===== src/rtl/fejkon_pcie_pkg.sv =====
// Shared types and widths for the fejkon PCIe TX arbiter slice.
package fejkon_pcie_pkg;

  localparam int TX_DATA_W  = 256;
  localparam int TX_EMPTY_W = 2;

  // Arbiter FSM: idle (grant per packet) or locked onto one source.
  typedef enum logic [1:0] {
    IDLE     = 2'd0,
    LOCK_CPL = 2'd1,
    LOCK_DMA = 2'd2
  } arb_state_t;

  // Which source currently drives the TX port.
  typedef enum logic [1:0] {
    GNT_NONE = 2'd0,
    GNT_CPL  = 2'd1,
    GNT_DMA  = 2'd2
  } grant_t;

endpackage


===== src/rtl/fejkon_pcie_tx_arb_if.sv =====
// Avalon-ST beat bundle (readyLatency 0) used for both TLP sources and the
// hard IP TX port.
interface fejkon_pcie_tx_arb_if;
  import fejkon_pcie_pkg::*;

  logic [TX_DATA_W-1:0]  data;
  logic                  startofpacket;
  logic                  endofpacket;
  logic [TX_EMPTY_W-1:0] empty;
  logic                  valid;
  logic                  ready;

  modport master (
    output data, startofpacket, endofpacket, empty, valid,
    input  ready
  );

  modport slave (
    input  data, startofpacket, endofpacket, empty, valid,
    output ready
  );

endinterface


===== src/rtl/fejkon_pcie_tx_mux.sv =====
// Zero-latency 2:1 Avalon-ST beat mux; the grant selects which source's beat
// (and valid) reaches the hard IP. No grant means valid is low.
module fejkon_pcie_tx_mux
  import fejkon_pcie_pkg::*;
(
  input  grant_t                grant_i,
  input  logic [TX_DATA_W-1:0]  cpl_data_i,
  input  logic                  cpl_sop_i,
  input  logic                  cpl_eop_i,
  input  logic [TX_EMPTY_W-1:0] cpl_empty_i,
  input  logic                  cpl_valid_i,
  input  logic [TX_DATA_W-1:0]  dma_data_i,
  input  logic                  dma_sop_i,
  input  logic                  dma_eop_i,
  input  logic [TX_EMPTY_W-1:0] dma_empty_i,
  input  logic                  dma_valid_i,
  output logic [TX_DATA_W-1:0]  tx_data_o,
  output logic                  tx_sop_o,
  output logic                  tx_eop_o,
  output logic [TX_EMPTY_W-1:0] tx_empty_o,
  output logic                  tx_valid_o
);

  // Select the granted source's beat; default to the cpl beat with valid low.
  always_comb begin
    tx_data_o  = cpl_data_i;
    tx_sop_o   = cpl_sop_i;
    tx_eop_o   = cpl_eop_i;
    tx_empty_o = cpl_empty_i;
    tx_valid_o = 1'b0;
    case (grant_i)
      GNT_CPL: begin
        tx_valid_o = cpl_valid_i;
      end
      GNT_DMA: begin
        tx_data_o  = dma_data_i;
        tx_sop_o   = dma_sop_i;
        tx_eop_o   = dma_eop_i;
        tx_empty_o = dma_empty_i;
        tx_valid_o = dma_valid_i;
      end
      default: begin
        tx_valid_o = 1'b0;
      end
    endcase
  end

endmodule


===== src/rtl/fejkon_pcie_tx_arb.sv =====
// Packet-granular arbiter between the completion and DMA TLP sources onto the
// single PCIe TX port. Completions win in IDLE unless DMA has been passed over
// MAX_CONSEC times in a row. Keeps per-source packet counters and a sticky
// protocol-error flag for sop-less beats offered while unlocked.
module fejkon_pcie_tx_arb
  import fejkon_pcie_pkg::*;
#(
  parameter int MAX_CONSEC = 4,
  parameter int CNT_W      = 32
) (
  input  logic                 clk,
  input  logic                 reset,
  fejkon_pcie_tx_arb_if.slave  cpl,
  fejkon_pcie_tx_arb_if.slave  dma,
  fejkon_pcie_tx_arb_if.master tx_st,
  output logic                 tx_st_error,
  output logic [CNT_W-1:0]     cpl_pkt_count,
  output logic [CNT_W-1:0]     dma_pkt_count,
  output logic                 proto_err
);

  localparam logic [3:0] MAX_C = 4'(MAX_CONSEC);

  arb_state_t       state_q;
  logic [3:0]       streak_q, streak_d;
  logic [CNT_W-1:0] cpl_cnt_q, dma_cnt_q;
  logic             proto_err_q;

  grant_t grant_s;
  logic   cpl_cand_s, dma_cand_s;
  logic   cpl_drop_s, dma_drop_s;
  logic   cpl_acc_s, dma_acc_s;

  assign cpl_cand_s = cpl.valid & cpl.startofpacket;
  assign dma_cand_s = dma.valid & dma.startofpacket;

  // Same-cycle grant: per-packet priority in IDLE, fixed source while locked.
  always_comb begin
    grant_s    = GNT_NONE;
    cpl_drop_s = 1'b0;
    dma_drop_s = 1'b0;
    if (reset) begin
      grant_s = GNT_NONE;
    end else begin
      case (state_q)
        IDLE: begin
          if (dma_cand_s && (!cpl_cand_s || streak_q == MAX_C)) begin
            grant_s = GNT_DMA;
          end else if (cpl_cand_s) begin
            grant_s = GNT_CPL;
          end else begin
            // Nobody has sop, so any valid beat here is sop-less: discard it.
            cpl_drop_s = cpl.valid;
            dma_drop_s = dma.valid;
          end
        end
        LOCK_CPL: grant_s = GNT_CPL;
        LOCK_DMA: grant_s = GNT_DMA;
        default:  grant_s = GNT_NONE;
      endcase
    end
  end

  assign cpl.ready   = ((grant_s == GNT_CPL) & tx_st.ready) | cpl_drop_s;
  assign dma.ready   = ((grant_s == GNT_DMA) & tx_st.ready) | dma_drop_s;
  assign cpl_acc_s   = cpl.valid & tx_st.ready & (grant_s == GNT_CPL);
  assign dma_acc_s   = dma.valid & tx_st.ready & (grant_s == GNT_DMA);
  assign tx_st_error = 1'b0;

  fejkon_pcie_tx_mux u_mux (
    .grant_i     (grant_s),
    .cpl_data_i  (cpl.data),
    .cpl_sop_i   (cpl.startofpacket),
    .cpl_eop_i   (cpl.endofpacket),
    .cpl_empty_i (cpl.empty),
    .cpl_valid_i (cpl.valid),
    .dma_data_i  (dma.data),
    .dma_sop_i   (dma.startofpacket),
    .dma_eop_i   (dma.endofpacket),
    .dma_empty_i (dma.empty),
    .dma_valid_i (dma.valid),
    .tx_data_o   (tx_st.data),
    .tx_sop_o    (tx_st.startofpacket),
    .tx_eop_o    (tx_st.endofpacket),
    .tx_empty_o  (tx_st.empty),
    .tx_valid_o  (tx_st.valid)
  );

  // Streak of cpl wins taken while dma was waiting, saturating at MAX_C.
  always_comb begin
    streak_d = 4'd0;
    if (grant_s == GNT_CPL && dma.valid) begin
      streak_d = (streak_q == MAX_C) ? MAX_C : streak_q + 4'd1;
    end else begin
      streak_d = 4'd0;
    end
  end

  // Arbiter FSM and streak: lock on a multi-beat sop, release on its eop.
  always_ff @(posedge clk) begin
    if (reset) begin
      state_q  <= IDLE;
      streak_q <= 4'd0;
    end else begin
      case (state_q)
        IDLE: begin
          if (cpl_acc_s || dma_acc_s) streak_q <= streak_d;
          if (cpl_acc_s && !cpl.endofpacket)      state_q <= LOCK_CPL;
          else if (dma_acc_s && !dma.endofpacket) state_q <= LOCK_DMA;
          else                                    state_q <= IDLE;
        end
        LOCK_CPL: if (cpl_acc_s && cpl.endofpacket) state_q <= IDLE;
        LOCK_DMA: if (dma_acc_s && dma.endofpacket) state_q <= IDLE;
        default:  state_q <= IDLE;
      endcase
    end
  end

  // Packet counters (wrap) and sticky protocol-error flag.
  always_ff @(posedge clk) begin
    if (reset) begin
      cpl_cnt_q   <= '0;
      dma_cnt_q   <= '0;
      proto_err_q <= 1'b0;
    end else begin
      if (cpl_acc_s && cpl.endofpacket) cpl_cnt_q <= cpl_cnt_q + CNT_W'(1);
      if (dma_acc_s && dma.endofpacket) dma_cnt_q <= dma_cnt_q + CNT_W'(1);
      if (cpl_drop_s || dma_drop_s)     proto_err_q <= 1'b1;
    end
  end

  assign cpl_pkt_count = cpl_cnt_q;
  assign dma_pkt_count = dma_cnt_q;
  assign proto_err     = proto_err_q;

endmodule


===== src/flat_wrapper.sv =====
// flat-port wrapper written by rule: the top's interface ports become plain ports
module fejkon_pcie_tx_arb_flat import fejkon_pcie_pkg::*;
#(
  parameter int MAX_CONSEC = 4,
  parameter int CNT_W      = 32
)
  (clk, reset, tx_st_error, cpl_pkt_count, dma_pkt_count, proto_err, cpl_data, cpl_startofpacket, cpl_endofpacket, cpl_empty, cpl_valid, cpl_ready, dma_data, dma_startofpacket, dma_endofpacket, dma_empty, dma_valid, dma_ready, tx_st_data, tx_st_startofpacket, tx_st_endofpacket, tx_st_empty, tx_st_valid, tx_st_ready);
  fejkon_pcie_tx_arb_if cpl_i ();
  fejkon_pcie_tx_arb_if dma_i ();
  fejkon_pcie_tx_arb_if tx_st_i ();
  input  logic clk;
  input  logic reset;
  output logic tx_st_error;
  output logic [CNT_W-1:0] cpl_pkt_count;
  output logic [CNT_W-1:0] dma_pkt_count;
  output logic proto_err;
  input wire logic [$bits(cpl_i.data)-1:0] cpl_data;
  input wire logic [$bits(cpl_i.startofpacket)-1:0] cpl_startofpacket;
  input wire logic [$bits(cpl_i.endofpacket)-1:0] cpl_endofpacket;
  input wire logic [$bits(cpl_i.empty)-1:0] cpl_empty;
  input wire logic [$bits(cpl_i.valid)-1:0] cpl_valid;
  output wire logic [$bits(cpl_i.ready)-1:0] cpl_ready;
  input wire logic [$bits(dma_i.data)-1:0] dma_data;
  input wire logic [$bits(dma_i.startofpacket)-1:0] dma_startofpacket;
  input wire logic [$bits(dma_i.endofpacket)-1:0] dma_endofpacket;
  input wire logic [$bits(dma_i.empty)-1:0] dma_empty;
  input wire logic [$bits(dma_i.valid)-1:0] dma_valid;
  output wire logic [$bits(dma_i.ready)-1:0] dma_ready;
  output wire logic [$bits(tx_st_i.data)-1:0] tx_st_data;
  output wire logic [$bits(tx_st_i.startofpacket)-1:0] tx_st_startofpacket;
  output wire logic [$bits(tx_st_i.endofpacket)-1:0] tx_st_endofpacket;
  output wire logic [$bits(tx_st_i.empty)-1:0] tx_st_empty;
  output wire logic [$bits(tx_st_i.valid)-1:0] tx_st_valid;
  input wire logic [$bits(tx_st_i.ready)-1:0] tx_st_ready;
  assign cpl_i.data = cpl_data;
  assign cpl_i.startofpacket = cpl_startofpacket;
  assign cpl_i.endofpacket = cpl_endofpacket;
  assign cpl_i.empty = cpl_empty;
  assign cpl_i.valid = cpl_valid;
  assign cpl_ready = cpl_i.ready;
  assign dma_i.data = dma_data;
  assign dma_i.startofpacket = dma_startofpacket;
  assign dma_i.endofpacket = dma_endofpacket;
  assign dma_i.empty = dma_empty;
  assign dma_i.valid = dma_valid;
  assign dma_ready = dma_i.ready;
  assign tx_st_data = tx_st_i.data;
  assign tx_st_startofpacket = tx_st_i.startofpacket;
  assign tx_st_endofpacket = tx_st_i.endofpacket;
  assign tx_st_empty = tx_st_i.empty;
  assign tx_st_valid = tx_st_i.valid;
  assign tx_st_i.ready = tx_st_ready;
  fejkon_pcie_tx_arb #(.MAX_CONSEC(MAX_CONSEC), .CNT_W(CNT_W)) u_core (.clk(clk), .reset(reset), .cpl(cpl_i), .dma(dma_i), .tx_st(tx_st_i), .tx_st_error(tx_st_error), .cpl_pkt_count(cpl_pkt_count), .dma_pkt_count(dma_pkt_count), .proto_err(proto_err));
endmodule

===== config.mk =====
export PLATFORM = sky130hd
export DESIGN_NAME = fejkon_pcie_tx_arb_flat
export DESIGN_NICKNAME = d
export VERILOG_FILES = /design/src/rtl/fejkon_pcie_pkg.sv /design/src/rtl/fejkon_pcie_tx_arb_if.sv /design/src/rtl/fejkon_pcie_tx_mux.sv /design/src/rtl/fejkon_pcie_tx_arb.sv /design/src/flat_wrapper.sv
export SDC_FILE = /design/constraint.sdc
export NUM_CORES = 1
export LEC_CHECK = 0
export CELL_PAD_IN_SITES_DETAIL_PLACEMENT = 0
export CELL_PAD_IN_SITES_GLOBAL_PLACEMENT = 1
export CORE_AREA = 8 8 324 326
export DETAILED_ROUTE_END_ITERATION = 10
export DIE_AREA = 0 0 332 334
export MAX_ROUTING_LAYER = met4
export PLACE_DENSITY_LB_ADDON = 0.25
export SYNTH_ARGS = -nofsm -noshare
export SYNTH_HDL_FRONTEND = slang
export SYNTH_SLANG_ARGS = --single-unit

===== constraint.sdc =====
create_clock -name clk -period 3.7 [get_ports clk]
set_input_delay 0.74 -clock clk [delete_from_list [all_inputs] [get_ports clk]]
set_output_delay 0.74 -clock clk [all_outputs]
set_load 0.05 [all_outputs]

==> summary.md, run 1 <==
| Metric | Value |
|---|---|
| Clock Latency Late Sink | around 0.36 ns |
| Netlist cell types | 40 |
| Tmin final | 3.64 ns |
| Core Region | 0.0996 sq mm |
| Routed WL | 102 mm |
| Max VDD drop | 0.000215 V |
| Clock Pin Slew Worst Setup and Hold Paths | 0.06 ns |
| Outcome | completed |
| Max_cap viols | 0 |
| Crit. End Element | output port |
| Die Y | 334 microns |
| Root Buffer | clkbuf_16 |
| Clock Tree Buf Depth | 2 |
| DRC | 0 |
| Layout cell share with drive strength beyond 1 | 0.399 |
| Critical-path maximum fanout | 6 |
| Area leader, netlist | mux2_2 |
| Clk sinks | 71 |
| Vias | 9582 |
| Final net count | about 2.1k |
| Fin util | 0.189 |
| Total gr overflow | 0 |
| Max transition margin | 0.403 |
| Worst slack, placed | -0.569 ns |
| Area growth syn-to-layout | 193% |
| Number of synthesized flops with an enable pin | 0 |
| Synth Cell Area | approximately 0.0064 sq mm |
| Worst Setup Start Kind | primary input |
| Non-Filler Instances | 2925 |
| Fin crit share | 0.985 |
| PD cells | 248 mW/mm^2 |
| Placement Rows | 116 |
| Final hold vios | 0 |
| Ys flop type | dfxtp_1 |
| Final max-slew violation count | 0 |
| YS warnings | 0 |
| Die W | 332 microns |
| Seq cells post-synth | between 70 and 80 |
| Number of antenna violations at the first check in global routing | 57 |
| CP Class | in2out |
| Fmax achieved | 0.274 GHz |
| Initial DRC Count | 660 |
| Initial Utilization | 0.0644 |
| Count leader, synth | mux2_2 |
| Lkg Pwr | 6.98 nW |
| R2R depth | 18 |
| Htree depth | 3 |
| Syn_area_per_cell | just over 9 sq um |
| Final Skew | 0.0122 ns |
| HPWL after detailed placement | about 95 mm |
| Largest net degree at the start of global routing | 74 |
| PnR worst setup slack | roughly 0.056 ns |
| Cell Area, Placed | between 0.015 and 0.02 sq mm |
| Total track usage | 0.180 |
| Min-delay worst type | reg2reg |
| Critical Path RT | 2.96 ns |
| Placed Instances | ~2.9k |
| First-pass GRT wire length | roughly 130 mm |
| DR vias/cell | roughly 3.3 |
| Post-synth ARST share | 0 |
| DR WL/cell | 34.9 microns |
| Pre-antenna DRT Iters | 4 |
| RSZ-0062 raised after global routing | yes |
| Port Buffers | 852 |
| Synth cell count leaders | mux2_2 (262), dfxtp_1 (71), nor2_1 (65) |
| Vias in the first global route | 10.3k |
| Cts hold-fix bufs | 0 |
| Mapped Cells | 690 |
| Post-route setup TNS | 0 ns |
| Final setup fails | 0 |
| Antenna Nets Post-Route | 0 |
| Setup slack, reg-to-reg | 0.47 ns |
| Yosys top cell area share | 0.460 |
| # fillers | about 11k |
| Crit path DAT | just under 3 ns |
| Final Cell Area | 0.0188 sq mm |
| TritonCTS Buffers | 9 |
| GP Congestion | 1.05 |
| Slew @ Worst Pin | 0.895 ns |
| # IOs | 854 |
| Seq/Total Area, Yosys | 0.222 |
| Hold path cells | 2 |
| Die Area | 0.111 sq mm |
| Synth Net Count | roughly 1.2k |
| Synth area leaders | mux2_2 (46%), dfxtp_1 (22%), xor2_1 (4.2%), nor2_1 (3.8%), nand3_1 (2.1%) |
| CTS tree | built |
-- cell families after synthesis --
group                    Yosys count  share of synthesized area
XOR/XNOR                          46                     0.0628
multiplexers                     263                      0.462
buffers and inverters             54                     0.0338
flip-flops                        71                      0.222
adder cells (fa/ha/maj)            6                     0.0117
AND/OR/NAND/NOR                  204                      0.170
AO/OA/AOI/OAI                     45                     0.0382
other                              1                   0.000585
-- path summary, 6_finish.rpt --
| kind | startpoint | to |
|---|---|---|
| setup / recovery | cpl_startofpacket | tx_st_data[30] |
| hold / removal | u_core.dma_pkt_count[31] | u_core.dma_pkt_count[31] |
| setup reg to reg | u_core.streak_q[0] | u_core.dma_pkt_count[31] |
| hold reg to reg | u_core.dma_pkt_count[31] | u_core.dma_pkt_count[31] |
-- placed cells by master (no fill, tap or decap), drive strengths merged, types with 8 or more instances in the layout --
master	count
diode	38
buf	336
dfxtp	71
nand3	27
clkdlybuf4s50	584
clkbuf	9
nand4	25
inv	14
o21ai	18
or3	14
and4	8
nand2	27
mux2	262
nor4	8
xnor2	15
a21oi	20
nor2	66
xor2	31
-- per-stage QoR --
step / power (W) / hold WS (ns)
6_report: 0.00467 / 0.488
3_5_place_dp: 0.00355 / 0.479
4_1_cts: 0.00472 / 0.492
2_1_floorplan: 0.00187 / 0.452
5_1_grt: 0.00483 / 0.510
3_3_place_gp: 0.00356 / 0.474
-- where the power goes --
part / total, W / switching (W) / internal (W)
registers: 0.000767 / 0.00000166 / 0.000765
logic: 0.00283 / 0.00157 / 0.00126
clock network: 0.00107 / 0.000405 / 0.000662
total: 0.00467 / 0.00198 / 0.00269
-- critical path, cell delays in order --
cell,delay (ns)
dlygate4sd2_1,0.32
nand2_1,0.14
nor2_2,0.15
o21a_1,0.15
inv_2,0.06
ha_4,0.19
buf_12,0.13
bufbuf_16,0.28
buf_8,0.14
mux2_4,0.39
buf_12,0.18
-- layer usage --
layer | track usage | part of all wire | vias up
met5 | - | 0 | -
met4 | 0.0139 | 0.0048 | 0
met3 | 0.104 | 0.14 | 37
met2 | 0.243 | 0.39 | 582
met1 | 0.239 | 0.47 | 4600
li1 | - | - | 4363
-- cell type report --
type	count	area, sq um	share of cell area
antenna	38	95.1	0.00505
clock buffer	9	225	0.0120
clock inverter	7	118	0.00625
inverter	12	45.0	0.00239
multi-input combinational	565	4950	0.263
sequential	71	1420	0.0756
tap	1298	1620	0.0863
timing repair buffer	925	10300	0.549
-- flip-flops by register name, summed over array words and instances (netlist names) --
register	flops
u_core.state_q	2
u_core.cpl_pkt_count	32
u_core.dma_pkt_count	32
u_core.streak_q	4
u_core.proto_err	1
-- what timing repair did --
action / in CTS / in global routing
pin swaps: 0 / 1
setup buffers: 11 / 1
endpoints found under the setup margin: 260 / 158
resized for setup: 73 / 30
gates cloned: 4 / 0
Power figures use the tool's default switching activity.
==> run 2, diff against run 1 <==
Settings changed: CORE_AREA 8 8 324 326 to 2 2 337 339, DIE_AREA 0 0 332 334 to 0 0 339 341, SLEW_MARGIN from default to 30.
==> summary.md, run 2 (synthesized netlist as in run 1, its figures left out) <==
| Metric | Value |
|---|---|
| PnR worst setup slack | 0.101 ns (+0.0447 ns) |
| DR vias/cell | 3.03 (-7.4%) |
| Reg2Reg Launch Point | u_core.streak_q[0] |
| Most frequent cells in the layout | clkdlybuf4s50_1 (584), mux2_2 (243), buf_4 (177), buf_12 (106), dfxtp_1 (70) |
| Fin crit share | 0.973 (-0.0121) |
| Non-Filler Instances | 3105 (+6.2%) |
| Final Cell Area | 0.0185 sq mm (-1.4%) |
| Die Y | 341 microns (+2.1%) |
| Port Buffers | 852 (unchanged) |
| Hold path cells | 2 (unchanged) |
| Vias | 9418 (-1.7%) |
| Most common cell after layout, fill and taps aside | clkdlybuf4s50_1 |
| Final setup fails | 0 (unchanged) |
| Initial Utilization | 0.0573 (-0.00709) |
| DRC | 0 (unchanged) |
| Clock Tree Buf Depth | 2 (unchanged) |
| Worst Setup Start Kind | flip-flop |
| Hold Path Origin | u_core.cpl_pkt_count[31] |
| Placement Rows | 123 (+6.0%) |
| DR WL/cell | 31.5 microns (-9.6%) |
| Root Buffer | clkbuf_16 |
| Vias in the first global route | 9976 (-3.2%) |
| Area growth syn-to-layout | 189% |
| Core Region | 0.112 sq mm (+12%) |
| Crit. End Element | output port |
| Final Skew | 0.00459 ns (-0.00759 ns) |
| First-pass GRT wire length | 120 mm (-4.4%) |
| Outcome | completed |
| GP Congestion | 0.940 (-11%) |
| Worst slack, placed | -0.292 ns (+0.278 ns) |
| # IOs | 854 (unchanged) |
| Tmin final | 3.60 ns (-0.0447 ns) |
| Final max-slew violation count | 0 (unchanged) |
| CP Class | reg2out |
| PD cells | 242 mW/mm^2 (-2.2%) |
| Pre-antenna DRT Iters | 4 (unchanged) |
| Number of antenna violations at the first check in global routing | 60 (+5.3%) |
| Placed Instances | 3034 (+6.3%) |
| Crit path DAT | 2.86 ns (-0.04 ns) |
| Die W | 339 microns (+2.1%) |
| Fmax achieved | 0.278 GHz (+1.2%) |
| Critical-path maximum fanout | 8 (+2) |
| Total gr overflow | 0 (unchanged) |
| Max VDD drop | 0.000227 V (+6.0%) |
| Worst R2R End | u_core.dma_pkt_count[29] |
| Cell Area, Placed | 0.0176 sq mm (-0.82%) |
| Max transition margin | 0.428 (+0.0246) |
| Setup slack, reg-to-reg | 0.43 ns (-0.04 ns) |
| Antenna Nets Post-Route | 0 (unchanged) |
| Final net count | 2092 (-1.1%) |
| Routed WL | 97.9 mm (-4.0%) |
| Largest net degree at the start of global routing | 74 (unchanged) |
| Final hold vios | 0 (unchanged) |
| HPWL after detailed placement | 89.5 mm (-5.8%) |
| Slew @ Worst Pin | 0.858 ns (-0.0368 ns) |
| Min-delay worst type | reg2reg |
| Hold Path End | u_core.cpl_pkt_count[31] |
| Cts hold-fix bufs | 0 (unchanged) |
| Lkg Pwr | 6.70 nW (-4.1%) |
| TritonCTS Buffers | 9 (unchanged) |
| Total track usage | 0.168 (-0.0118) |
| CTS tree | built |
| Initial DRC Count | 428 (-35%) |
| Critical Path RT | 2.96 ns (about the same) |
| Die Area | 0.116 sq mm (+4.2%) |
| R2R depth | 17 (-1) |
| Clk sinks | 71 (unchanged) |
| Clock Pin Slew Worst Setup and Hold Paths | 0.06 ns (about the same) |
| Layout cell share with drive strength beyond 1 | 0.390 (-0.00947) |
| Clock Latency Late Sink | 0.36 ns (about the same) |
| Htree depth | 3 (unchanged) |
| Max_cap viols | 0 (unchanged) |
[run 2: cell count changes in the layout (fill, tap and decap cells not counted), sizes merged]
cell,before,now
diode,38,39
buf,336,311
clkinvlp,0,1
bufbuf,1,3
clkbuf,9,10
inv,14,13
clkdlybuf4s15,1,0
[run 2: timing repair]
action	in CTS	in global routing
gates cloned	8	0
setup endpoints to repair	245	95
buffers inserted	7	1
gates resized for setup	54	3
[run 2: layout make-up]
cell class                      instances  area, sq um
Antenna cell                           39         97.6
Clock buffer                            9          225
Clock inverter                          7          120
Fill cell                           12500        93300
Inverter                               12         45.0
Multi-Input combinational cell        565         4860
Sequential cell                        71         1420
Tap cell                             1500         1880
Timing Repair Buffer                  902         9890
[run 2: how the worst max path moves through the flow]
stage	depth (start not counted)	to	start
final	14	tx_st_data[182]	u_core.streak_q[0]
after global routing	14	tx_st_data[178]	u_core.streak_q[0]
after CTS	14	tx_st_data[178]	u_core.streak_q[0]
after detailed placement	15	u_core.dma_pkt_count[23]	dma_valid
after global placement	15	u_core.dma_pkt_count[23]	dma_valid
after floorplan	11	tx_st_data[247]	dma_valid
[run 2: power by group]
part / total [W] / switching [W] / internal [W]
registers: 0.000767 / 0.00000171 / 0.000766
clock network: 0.00105 / 0.000389 / 0.000661
logic: 0.00268 / 0.00148 / 0.00120
[run 2: through the flow]
stage	setup TNS, ns	total power, W	util	hold WS [ns]
after floorplan	0	0.00187	-	0.452
after global placement	-49.71	0.00343	0.157	0.472
after detailed placement	-28.70	0.00342	0.157	0.478
after CTS	0	0.00460	0.165	0.492
after global routing	-0.0515	0.00465	0.166	0.511
final	0	0.00450	0.166	0.490
[run 2: layer usage]
metal,GRT usage,part of all wire
met1,0.205,0.43
met2,0.266,0.46
met3,0.0715,0.10
met4,0.0144,0.0070
met5,-,0
[run 2: critical path, stage by stage (launching register included)]
cell and delay, ns:
dfxtp_2 0.35, inv_1 0.06, ha_1 0.14, nand3b_1 0.13, nor2_1 0.14, nor2_1 0.05
o21a_1 0.20, inv_2 0.08, ha_4 0.19, buf_12 0.13, buf_12 0.13, buf_12 0.12
bufbuf_16 0.27, mux2_2 0.35, buf_6 0.16
==> run 3, diff against run 2 <==
Settings changed: CAP_MARGIN from default to 10.
==> results of run 3 <==
Final layout, timing and power as in run 2 (identical DEF).
